$ cat config.mk
export PLATFORM = sky130hd
export DESIGN_NAME = mul_operand_queue
export DESIGN_NICKNAME = d
export VERILOG_FILES = /design/src/rtl/mul_queue_pkg.sv /design/src/rtl/mul_op_fifo.sv /design/src/rtl/mul_operand_queue.sv
export SDC_FILE = /design/constraint.sdc
export NUM_CORES = 1
export LEC_CHECK = 0
export ABC_AREA = 0
export BUFFER_PORTS_ARGS = -buffer_cell sky130_fd_sc_hd__clkbuf_2
export CAP_MARGIN = 5
export CORE_MARGIN = 3
export CORE_UTILIZATION = 65
export DETAILED_ROUTE_END_ITERATION = 6
export GPL_ROUTABILITY_DRIVEN = 0
export PLACE_DENSITY = 0.83
export SETUP_SLACK_MARGIN = 0.2
export SYNTH_ARGS = -nofsm -noshare
export SYNTH_HDL_FRONTEND = slang
export SYNTH_HIERARCHICAL = 1
export SYNTH_SLANG_ARGS = --single-unit
$ cat constraint.sdc
create_clock -name clk -period 11.6 [get_ports clk]
set_clock_uncertainty 0.15 [all_clocks]
set_input_delay 0.58 -clock clk [delete_from_list [all_inputs] [get_ports clk]]
set_output_delay 0.58 -clock clk [all_outputs]
set_load 0.01 [all_outputs]
$ cat src/rtl/mul_queue_pkg.sv
// Shared constants and types for the multiply operand queue.
// Holds the operand width, host register map, STAT/CTRL bit positions,
// the dispatch state encoding and the operand pair layout.
package mul_queue_pkg;

   localparam int OPW = 24;

   localparam logic [15:0] ADDR_A1   = 16'h0400;
   localparam logic [15:0] ADDR_A2   = 16'h0404;
   localparam logic [15:0] ADDR_STAT = 16'h0408;
   localparam logic [15:0] ADDR_CTRL = 16'h040C;

   localparam int STAT_EMPTY    = 8;
   localparam int STAT_FULL     = 9;
   localparam int STAT_A1_PEND  = 10;
   localparam int STAT_OVF      = 11;
   localparam int STAT_SEQ_ERR  = 12;
   localparam int STAT_OP_VALID = 13;

   localparam int CTRL_ENABLE = 0;
   localparam int CTRL_FLUSH  = 1;
   localparam int CTRL_CLEAR  = 2;

   typedef enum logic {
      IDLE,
      OFFER
   } disp_state_t;

   typedef struct packed {
      logic [OPW-1:0] a1;
      logic [OPW-1:0] a2;
   } op_pair_t;

endpackage

$ cat src/rtl/mul_op_fifo.sv
// Synchronous FIFO holding queued operand pairs.
// Read data is show-ahead (head entry always visible on rdata).
// A push into a full FIFO is ignored, even when a pop happens in the same
// cycle; flush empties the FIFO and overrides any push in that cycle.
module mul_op_fifo #(
   parameter int WIDTH = 48,
   parameter int DEPTH = 8,
   parameter int AW    = $clog2(DEPTH)
) (
   input  logic             clk,
   input  logic             n_reset,
   input  logic             push,
   input  logic [WIDTH-1:0] wdata,
   input  logic             pop,
   input  logic             flush,
   output logic [WIDTH-1:0] rdata,
   output logic [AW:0]      level,
   output logic             full,
   output logic             empty
);

   logic [WIDTH-1:0] mem [DEPTH];
   logic [AW-1:0]    wr_ptr;
   logic [AW-1:0]    rd_ptr;
   logic [AW:0]      count;
   logic             do_push;
   logic             do_pop;

   assign full    = (count == (AW+1)'(DEPTH));
   assign empty   = (count == '0);
   assign level   = count;
   assign rdata   = mem[rd_ptr];
   assign do_push = push && !full && !flush;
   assign do_pop  = pop && !empty && !flush;

   // Storage array, written only on an accepted push
   always_ff @(posedge clk) begin
      if (do_push) begin
         mem[wr_ptr] <= wdata;
      end
   end

   // Pointer and occupancy bookkeeping; pointers wrap naturally at DEPTH
   always_ff @(posedge clk or negedge n_reset) begin
      if (!n_reset) begin
         wr_ptr <= '0;
         rd_ptr <= '0;
         count  <= '0;
      end else if (flush) begin
         wr_ptr <= '0;
         rd_ptr <= '0;
         count  <= '0;
      end else begin
         if (do_push) begin
            wr_ptr <= wr_ptr + 1'b1;
         end
         if (do_pop) begin
            rd_ptr <= rd_ptr + 1'b1;
         end
         case ({do_push, do_pop})
            2'b10:   count <= count + 1'b1;
            2'b01:   count <= count - 1'b1;
            default: count <= count;
         endcase
      end
   end

endmodule

$ cat src/rtl/mul_operand_queue.sv
// Operand queue feeding the 24x24 multiply/popcount core.
// Host writes A1 then A2; each completed pair is queued and handed to the
// core over a valid/ready handshake, back-to-back when pairs are waiting.
// Optional build macro MOQ_BYPASS_EN: when the queue is empty and the
// dispatcher idle, a completing A2 write loads the core operands directly,
// saving one cycle of latency and leaving the FIFO untouched.
module mul_operand_queue
   import mul_queue_pkg::*;
#(
   parameter int DEPTH = 8
) (
   input  logic           clk,
   input  logic           n_reset,
   input  logic [15:0]    saddress,
   input  logic           swr,
   input  logic           srd,
   input  logic [31:0]    sdata_in,
   output logic [31:0]    sdata_out,
   output logic [OPW-1:0] op_a1,
   output logic [OPW-1:0] op_a2,
   output logic           op_valid,
   input  logic           op_ready
);

   localparam int AW = $clog2(DEPTH);

   logic           swr_q;
   logic           srd_q;
   logic           wr_pulse;
   logic           rd_pulse;
   logic           wr_a1;
   logic           wr_a2;
   logic           wr_ctrl;
   logic           flush;
   logic           pair_ok;
   logic           bypass;
   logic           push;
   logic           pop;
   logic           avail;

   logic [OPW-1:0] a1_hold;
   logic           a1_pend;
   logic           ovf;
   logic           seq_err;
   logic           enable;
   logic [15:0]    disp_cnt;
   disp_state_t    state;

   op_pair_t       new_pair;
   op_pair_t       head_pair;
   logic [AW:0]    fifo_level;
   logic           fifo_full;
   logic           fifo_empty;
   logic [31:0]    stat_word;
   logic           unused_bits;

   assign unused_bits = ^sdata_in[31:OPW];

   // Host strobe history for rising-edge detection
   always_ff @(posedge clk or negedge n_reset) begin
      if (!n_reset) begin
         swr_q <= 1'b0;
         srd_q <= 1'b0;
      end else begin
         swr_q <= swr;
         srd_q <= srd;
      end
   end

   assign wr_pulse = swr && !swr_q;
   assign rd_pulse = srd && !srd_q;
   assign wr_a1    = wr_pulse && (saddress == ADDR_A1);
   assign wr_a2    = wr_pulse && (saddress == ADDR_A2);
   assign wr_ctrl  = wr_pulse && (saddress == ADDR_CTRL);
   assign flush    = wr_ctrl && sdata_in[CTRL_FLUSH];

   assign new_pair.a1 = a1_hold;
   assign new_pair.a2 = sdata_in[OPW-1:0];
   assign pair_ok     = wr_a2 && a1_pend && !fifo_full;

`ifdef MOQ_BYPASS_EN
   assign bypass = pair_ok && fifo_empty && (state == IDLE) && enable && !flush;
`else
   assign bypass = 1'b0;
`endif

   assign push  = pair_ok && !bypass;
   assign avail = !fifo_empty && !flush;
   assign pop   = enable && avail &&
                  ((state == IDLE) || ((state == OFFER) && op_ready));

   mul_op_fifo #(
      .WIDTH ($bits(op_pair_t)),
      .DEPTH (DEPTH)
   ) u_fifo (
      .clk     (clk),
      .n_reset (n_reset),
      .push    (push),
      .wdata   (new_pair),
      .pop     (pop),
      .flush   (flush),
      .rdata   (head_pair),
      .level   (fifo_level),
      .full    (fifo_full),
      .empty   (fifo_empty)
   );

   // Staging register, sticky error flags and control bits from host writes
   always_ff @(posedge clk or negedge n_reset) begin
      if (!n_reset) begin
         a1_hold <= '0;
         a1_pend <= 1'b0;
         ovf     <= 1'b0;
         seq_err <= 1'b0;
         enable  <= 1'b1;
      end else begin
         if (wr_a1) begin
            a1_hold <= sdata_in[OPW-1:0];
            a1_pend <= 1'b1;
         end
         if (wr_a2) begin
            a1_pend <= 1'b0;
            if (!a1_pend) begin
               seq_err <= 1'b1;
            end else if (fifo_full) begin
               ovf <= 1'b1;
            end
         end
         if (wr_ctrl) begin
            enable <= sdata_in[CTRL_ENABLE];
            if (sdata_in[CTRL_FLUSH]) begin
               a1_pend <= 1'b0;
            end
            if (sdata_in[CTRL_CLEAR]) begin
               ovf     <= 1'b0;
               seq_err <= 1'b0;
            end
         end
      end
   end

   // Dispatch FSM: offers one pair at a time, reloads straight from the
   // queue on a handshake so consecutive pairs go out without a bubble
   always_ff @(posedge clk or negedge n_reset) begin
      if (!n_reset) begin
         state    <= IDLE;
         op_a1    <= '0;
         op_a2    <= '0;
         op_valid <= 1'b0;
         disp_cnt <= '0;
      end else begin
         case (state)
            IDLE: begin
               if (pop) begin
                  op_a1    <= head_pair.a1;
                  op_a2    <= head_pair.a2;
                  op_valid <= 1'b1;
                  state    <= OFFER;
               end else if (bypass) begin
                  op_a1    <= new_pair.a1;
                  op_a2    <= new_pair.a2;
                  op_valid <= 1'b1;
                  state    <= OFFER;
               end
            end
            OFFER: begin
               if (op_ready) begin
                  disp_cnt <= disp_cnt + 16'd1;
                  if (pop) begin
                     op_a1 <= head_pair.a1;
                     op_a2 <= head_pair.a2;
                  end else begin
                     op_valid <= 1'b0;
                     state    <= IDLE;
                  end
               end
            end
            default: begin
               op_valid <= 1'b0;
               state    <= IDLE;
            end
         endcase
      end
   end

   // Status word assembled from queue state, flags and dispatch count
   always_comb begin
      stat_word                = '0;
      stat_word[7:0]           = 8'(fifo_level);
      stat_word[STAT_EMPTY]    = fifo_empty;
      stat_word[STAT_FULL]     = fifo_full;
      stat_word[STAT_A1_PEND]  = a1_pend;
      stat_word[STAT_OVF]      = ovf;
      stat_word[STAT_SEQ_ERR]  = seq_err;
      stat_word[STAT_OP_VALID] = op_valid;
      stat_word[31:16]         = disp_cnt;
   end

   // Read data captured on a read strobe and held until the next read
   always_ff @(posedge clk or negedge n_reset) begin
      if (!n_reset) begin
         sdata_out <= '0;
      end else if (rd_pulse) begin
         case (saddress)
            ADDR_A1:   sdata_out <= 32'(a1_hold);
            ADDR_STAT: sdata_out <= stat_word;
            default:   sdata_out <= '0;
         endcase
      end
   end

endmodule
-- Word-level counts from Yosys, hierarchy flattened
Memories as Yosys holds them, arrays and structs flattened.
Index checks and enable logic that the tools add are counted.
- memories: 1
- output and inout bits: 81
- bits of input ports: 53
- register bits: 138
- memory bits (writable): 384
- logic and storage cells: 96
- bitwise gates (word level): 1
- add/sub/neg operators: 5
- equal/unequal tests: 10
- reduce and logical (&&, ||, !) cells: 28
- muxes and demuxes: 35
- memories (name ; depth ; width ; read ports ; clocked after memory_dff ; wr ports ; RTL line ; RTL):
    u_fifo.mem ; 8 ; 48 ; 1 ; 0 ; 1 ; mul_op_fifo.sv:22 ; logic [WIDTH-1:0] mem [DEPTH];
- operators by type and width (cell ; number):
    2-to-1 mux 24 bit ; 4
    case mux 24 bit (2 select lines) ; 2
    == test 16 x 11 -> 1 bit (second input constant) ; 4
    case mux 32 bit (2 select lines) ; 1
    2-to-1 mux 1 bit ; 20
    adder 16 x 1 -> 16 bit (second input constant) ; 1
    logical AND 1 bit ; 16
    2-to-1 mux 3 bit ; 4
    case mux 4 bit (2 select lines) ; 1
    adder 3 x 1 -> 3 bit (second input constant) ; 2
    zero test 1 bit ; 5
    adder 4 x 1 -> 4 bit (second input constant) ; 1
    == test 4 bit (second input constant) ; 1
    zero test 4 bit ; 1
    2-to-1 mux 4 bit ; 1
    != test 2 bit (second input constant) ; 2
    case mux 1 bit (2 select lines) ; 2
    nonzero test 2 bit ; 2
    subtractor 4 x 1 -> 4 bit (second input constant) ; 1
    AND reduction 3 bit ; 1
    nonzero test 3 bit ; 1
    == test 2 x 1 -> 1 bit (second input constant) ; 1
    == test 2 bit (second input constant) ; 1
    != test 2 x 1 -> 1 bit (second input constant) ; 1
    other kinds (3) ; 3

-- Longest topological paths before layout
Gate-level depths: netlist of the first run.
- depth in word-level cells: 13
- gate-level depth with buffers: 16

-- Modules after synthesis
The synthesis of the first run kept the hierarchy.
- by module, submodules not included (module ; instances ; sequential area each (um2) ; cells an instance ; area each (um2)):
    mul_op_fifo ; 1 ; 11781.3 ; 633 ; 15049.4
    mul_operand_queue ; 1 ; 3204.3 ; 395 ; 5286.3

-- Worst setup path after synthesis of the first run
No wires, ideal clock.
- path type: input to register
- start: input port saddress[7]
- end: memory u_fifo.mem[0][0] (enable)
- stages on the path: 9
- library setup time: 0.513 ns
- arrival time: 5.385 ns
- path buffers: 2
- path slack: 5.552 ns
- cell sequence: nor4_4 and4_1 clkbuf_1 nand2_1 nor4_1 clkbuf_1 and3b_1 nand2b_1 nor3_1
- longest elaborated chain between the ends: 8
- elaborated cells on any way between the ends: 12
- RTL lines (item ; RTL line ; RTL):
    from (decl) ; mul_operand_queue.sv:14 ; input logic [15:0] saddress,
    == test 16 x 11 -> 1 bit ; mul_operand_queue.sv:73 ; assign wr_a2 = wr_pulse && (saddress == ADDR_A2);
    logical AND 1 bit ; mul_operand_queue.sv:73 ;
    logical AND 1 bit (2 in a row) ; mul_operand_queue.sv:79 ; assign pair_ok = wr_a2 && a1_pend && !fifo_full;
    via pair_ok ; mul_operand_queue.sv:35 ; logic pair_ok;
    logical AND 1 bit (2 in a row) ; mul_op_fifo.sv:33 ; assign do_push = push && !full && !flush;
    2-to-1 mux 1 bit ; mul_op_fifo.sv:38 ; if (do_push) begin
    2-to-1 mux 1 bit (not written as such) ; mul_op_fifo.sv:39 ; mem[wr_ptr] <= wdata;
    to (decl) ; mul_op_fifo.sv:22 ;
The timed path passes the listed nets, and every way through them passes these cells.

-- Worst setup path in the final report of the first run
- start: input port swr
- end: memory u_fifo.mem[0][23] (enable)
- longest elaborated chain between the ends: 8
- elaborated cells on any way between the ends: 11
- RTL lines (item ; RTL line ; RTL):
    from (decl) ; mul_operand_queue.sv:15 ; input logic swr,
    logical AND 1 bit ; mul_operand_queue.sv:70 ; assign wr_pulse = swr && !swr_q;
    logical AND 1 bit ; mul_operand_queue.sv:73 ;
    logical AND 1 bit (2 in a row) ; mul_operand_queue.sv:79 ;
    via pair_ok ; mul_operand_queue.sv:35 ;
    logical AND 1 bit (2 in a row) ; mul_op_fifo.sv:33 ;
    2-to-1 mux 1 bit ; mul_op_fifo.sv:38 ;
    2-to-1 mux 1 bit (not written as such) ; mul_op_fifo.sv:39 ;
The timed path passes the listed nets, and every way through them passes these cells.

==> impl_metrics.toml, run 1 <==
[drt]
viasPerCell = 6.40
drc = 0
vias = 10304
dr.pass1.iters = 5
drt_iter0_drc = 1142
routedWlPerCell_um = 26.5
wirelength_um = 42700
ant_nets = 0

[setup_path]
cp_common_cell = "buf_4"
cp-end-kind = "register"
path_cells = "dlygate4sd3_1 -> clkbuf_2 -> nor4b_2 -> and4_1 -> nand2_1 -> nor4_1 -> buf_4 -> and3b_1 -> nand2b_1 -> nor3_2 -> buf_4"
criticalPathCategory = "in -> reg"
crit_start = "swr"
cp-start-kind = "input port"
crit_family = "simple AND/OR/NAND/NOR gates"
max_stage_delay_ns = 0.87
worst-path-buf-inv = 4
slowest_stage = "nor3_2"
path_max_fanout = 38
cp.required_ns = 11.63
r2r_start = "swr_q"
cp.arrival_ns = 4.48

[timing]
min_period_over_period_pct = 38.4
setup_tns_ns = 0
fmax_mhz = 224
min_period_ns = 4.46
hold_violations = 0
maxSlewHeadroom_pct = 28.4
slew_violations = 0
tightestPinTransition_ns = 1.07
setup_violations = 0
rsz0062_at_grt = "no"

[grt]
gr-usage-met2_pct = 44.1
grt_util_met1_pct = 37.2
grt_pass1_wl_um = 66600
track_usage_pct = 26.6
antenna_found_initial = 1
grt_start_max_net_pins = 77
grt_pass1_vias = 10942
grt_overflow = 0
top_usage_layer = "met2"
use_met3_pct = 4.26

[floorplan]
io_pins = 134
die_w_um = 183
die-area_sq_mm = 0.0334
initial_utilization_pct = 66.1
rows = 64
die_h_um = 183
core_area_sq_mm = 0.0307

[synth]
netlist-cell-type-count = 50
syn_area_sq_mm = 0.0203
synth_cells = 1028
ys_warn_count = 6
syn_nets = 1087
async_reset_ff_share_pct = 26.4
synth_ff_type = "edfxtp_1"
synth_top_area_cell = "edfxtp_1"
ys_ff_latch = 522
synth_edf_count = 384
synth.avg_cell_area_sq_um = 19.8
ys_top_cells_by_area = "edfxtp_1, dfrtp_1, mux4_2"
yosysTopAreaCellShare_pct = 56.7
yosysSeqAreaShare_pct = 73.7

[power]
p_sw_uw = 701
irDropWorstVdd_v = 0.000156
power.leakage_uw = 0.00906
p_clk_share_pct = 43.9
netSwitchingFraction_pct = 19.2
share_comb_of_total_power_pct = 1.3
power.internal_uw = 2950
power_density_mw_per_mm2 = 158
p_seq_share_pct = 54.8

[clock_tree]
cts_buffers = 50
tritoncts = "yes"
cts_root_buf = "clkbuf_16"
path_clk_slew_ns = 0.06
cts_setup_buffers = 0
h-tree-depth = 2
cts_max_path_buffers = 3
clock_latency_ns = 0.56
numClockSinks = 522

[run]
maxCapViolations = 0

[finish]
nNetsFinal = 1232
final_common_cell = "edfxtp_1"
final_cell_mix = "edfxtp_1, dfrtp_1, clkbuf_2"
utilization_pct = 75.1
layout-drive-gt1-share_pct = 36.2
area_growth_pct = 13.5

[placed_design]
dp_hpwl_um = 23400
io_buffers = 125

[hold_path]
worstHoldStart = "sdata_in[4]"
hp-class = "in -> reg"

[outcome]
outcome = "finished, final reports clean"
-- logic make-up (layout without fill, tap and decap cells) --
family	after synthesis	in the layout	synth area share, %
flip-flops	522	522	73.7
multiplexers	240	240	18.8
AO/OA/AOI/OAI	54	54	1.55
buffers and inverters	56	242	1.24
AND/OR/NAND/NOR	129	129	3.37
other	0	1	0
XOR/XNOR	21	21	0.904
adder cells (fa/ha/maj)	6	6	0.406
-- routing by layer --
layer	vias up	wire length (um)
li1	4352	-
met1	5406	16800
met2	457	21800
met3	89	2990
met4	0	1130
met5	-	0
-- cell usage after synthesis (16+ instances only) --
| master | instances |
|---|---|
| edfxtp_1 | 384 |
| dfrtp_1 | 137 |
| mux4_2 | 96 |
| mux2_2 | 89 |
| nand2_1 | 54 |
| o21ai_0 | 35 |
| clkbuf_1 | 28 |
| mux2i_1 | 22 |
| mux2_4 | 20 |
| nor2_1 | 19 |
| xnor2_1 | 16 |
-- final cells by class --
type	instances	area, sq um
antenna	1	2.50
clock inverter	18	189
clock buffer	75	1430
inverter	4	15.0
tap	396	495
sequential	522	15000
timing repair buffer	145	790
multi-input combinational	450	5160
fill	1679	7670
-- final timing paths --
path                       slack, ns           endpoint  cells after the start
hold / removal                  0.17   u_fifo/mem[4][4]                      1
max in group asynchronous       9.38   u_fifo/rd_ptr[1]                      3
setup reg to reg                7.33  u_fifo/mem[0][23]                      9
setup / recovery                7.14  u_fifo/mem[0][23]                     11
hold reg to reg                 0.33      sdata_out[26]                      2
min in group asynchronous       0.50           op_a1[6]                      2
-- registers in the layout, indices dropped and copies added, names as in the netlist, 3 cells and up --
name           count
sdata_out         32
disp_cnt          16
u_fifo/rd_ptr      3
u_fifo/level       4
u_fifo/wr_ptr      3
op_a1             24
u_fifo/mem       384
a1_hold           24
op_a2             24
-- power by group through the flow --
stage	sequential (uW)	clock, uW	combinational [uW]
3_3_place_gp	2040	0	44.0
6_report	2000	1600	46.3
3_5_place_dp	2040	0	46.1
2_1_floorplan	2040	0	12.8
5_1_grt	2000	1700	51.7
4_1_cts	2000	1630	47.1
-- timing repair --
item                                    in CTS  in global routing
endpoints found under the setup margin       0                  0
hold buffers                                 3                  0
endpoints found under the hold margin       77                  0
resized for setup                            0                  0
-- through the flow --
step | setup slack, ns | power (uW) | hold WS [ns] | area (sq um) | instances
2_1_floorplan | 5.55 | 2050 | 0.134 | 20300 | 1028
3_3_place_gp | 7.21 | 2080 | 0.313 | 21400 | 1514
3_5_place_dp | 7.06 | 2080 | 0.320 | 21400 | 1514
4_1_cts | 7.14 | 3670 | 0.151 | 23100 | 1610
5_1_grt | 6.93 | 3750 | 0.174 | 23100 | 1611
6_report | 7.14 | 3650 | 0.170 | 23100 | 1611
Power figures use the tool's default switching activity.
==> run 2, diff against run 1 <==
--- a/config.mk
+++ b/config.mk
@@ -9,10 +9,10 @@
 export BUFFER_PORTS_ARGS = -buffer_cell sky130_fd_sc_hd__clkbuf_2
 export CAP_MARGIN = 5
 export CORE_MARGIN = 3
-export CORE_UTILIZATION = 65
+export CORE_UTILIZATION = 60
 export DETAILED_ROUTE_END_ITERATION = 6
 export GPL_ROUTABILITY_DRIVEN = 0
-export PLACE_DENSITY = 0.83
+export PLACE_DENSITY = 0.77
 export SETUP_SLACK_MARGIN = 0.2
 export SYNTH_ARGS = -nofsm -noshare
 export SYNTH_HDL_FRONTEND = slang
==> constraint.sdc (replaced) <==
create_clock -name clk -period 4.2 [get_ports clk]
set_clock_uncertainty 0.15 [all_clocks]
set_input_delay 0.21 -clock clk [delete_from_list [all_inputs] [get_ports clk]]
set_output_delay 0.21 -clock clk [all_outputs]
set_load 0.01 [all_outputs]
==> impl_metrics.toml, run 2 (synthesis results as in run 1) <==
[drt]
met1Wirelength_um = 16700
highest_layer = "met4"
viasPerCell = 6.01
drt_iter0_drc = 894
vias = 10194
wl_met3_um = 2800
routedWlPerCell_um = 24.3
wirelength_um = 41200
dr.pass1.iters = 5
ant_nets = 0
wl_met2_um = 20500
drc = 0

[floorplan]
core_area_sq_mm = 0.0329
initial_utilization_pct = 61.7
io_pins = 134
die-area_sq_mm = 0.0361
die_h_um = 190
rows = 66
die_w_um = 190

[clock_tree]
cts_buffers = 51
cts_root_buf = "clkbuf_16"
cts_setup_buffers = 0
cts_max_path_buffers = 3
tritoncts = "yes"
numClockSinks = 522
clock_latency_ns = 0.57
h-tree-depth = 2
path_clk_slew_ns = 0.06

[run]
maxCapViolations = 0

[setup_path]
cp-start-kind = "register"
criticalPathCategory = "reg -> reg"
path_max_fanout = 6
cp.required_ns = 4.51
cp.arrival_ns = 3.87
cp-end-kind = "register"

[timing]
setup_violations = 0
maxSlewHeadroom_pct = 38.8
fmax_mhz = 280
whs_ns = 0.00663
slew_violations = 0
min_period_ns = 3.57
min_period_over_period_pct = 84.9
tightestPinTransition_ns = 0.918
hold_violations = 0
rsz0062_at_grt = "no"

[finish]
nNetsFinal = 1270
final_common_cell = "edfxtp_1"
largest_register_ff_count = 384
n_antenna_cell = 0
reg_top3 = "u_fifo/mem x384, sdata_out x32"
area_growth_pct = 15.4
utilization_pct = 71.2
layout-drive-gt1-share_pct = 36.1
regMostFlops = "u_fifo/mem"
fill_cells = 1950
final_cell_mix = "edfxtp_1, dfrtp_1, clkbuf_2"

[power]
irDropWorstVdd_v = 0.000327
power.leakage_uw = 0.00921
power_density_mw_per_mm2 = 424

[grt]
antenna_found_initial = 0
grt_pass1_vias = 10769
grt_overflow = 0
track_usage_pct = 23.8
grt_start_max_net_pins = 97
grt_pass1_wl_um = 64300

[placed_design]
io_buffers = 125
dp_hpwl_um = 23700

[outcome]
outcome = "finished, final reports clean"

[hold_path]
hp-class = "in -> reg"
run 2: worst max-delay path: stages (launching register included):
cell and delay [ns]:
dfrtp_1 0.37, nor4b_2 0.36, and4_1 0.38, nand2_1 0.11, nor4_1 0.43, a21oi_2 0.14
nor2b_1 0.21, ha_1 0.34, a21oi_1 0.27, nand2_1 0.11, or4b_1 0.51, o311ai_1 0.09
run 2: metal layers:
layer | up-vias | track usage, %
li1 | 4420 | -
met2 | 376 | 39.1
met4 | 0 | 7.31
met5 | - | 0
met3 | 79 | 4.20
met1 | 5319 | 33.3
run 2: final timing paths:
path	start	cells after the start	slack, ns	end
worst max-delay path	swr_q	11	0.63	u_fifo/level[3]
worst min-delay path	sdata_in[1]	2	0.007	u_fifo/mem[3][1]
worst max register to register	swr_q	11	0.63	u_fifo/level[3]
max in group asynchronous	n_reset	3	2.76	op_a2[10]
worst min register to register	sdata_out[26]	2	0.33	sdata_out[26]
min in group asynchronous	n_reset	2	0.15	sdata_out[26]
run 2: final cells by class:
cell class                 count  area, sq um  area share, %
sequential                   522        15000           63.9
inverter                       4         15.0         0.0640
multi-input combinational    450         5180           22.1
clock buffer                  70         1410           6.01
tap                          442          553           2.36
timing repair buffer         182         1150           4.92
clock inverter                25          168          0.714
run 2: through the flow:
stage	total power (uW)	instance area [sq um]	setup TNS, ns	cells	worst slack, ns
after floorplan	5670	20300	-113.53	1028	-0.345
after global placement	5760	21600	0	1572	0.822
after detailed placement	5760	21600	0	1572	0.731
after CTS	10100	23500	0	1695	0.701
after global routing	10300	23500	0	1695	0.488
final	9960	23500	0	1695	0.634
run 2: repair_timing:
action                                 in CTS  in global routing
resized for setup                           0                  0
hold buffers                               28                  0
endpoints found under the hold margin     304                  0
run 2: report_power, final:
| part | internal, uW | leakage (uW) | switching, uW |
|---|---|---|---|
| clock | 2470 | 0.000783 | 1820 |
| sequential | 5520 | 0.00586 | 6.90 |
| combinational | 54.5 | 0.00257 | 93.9 |
| total | 8040 | 0.00921 | 1920 |
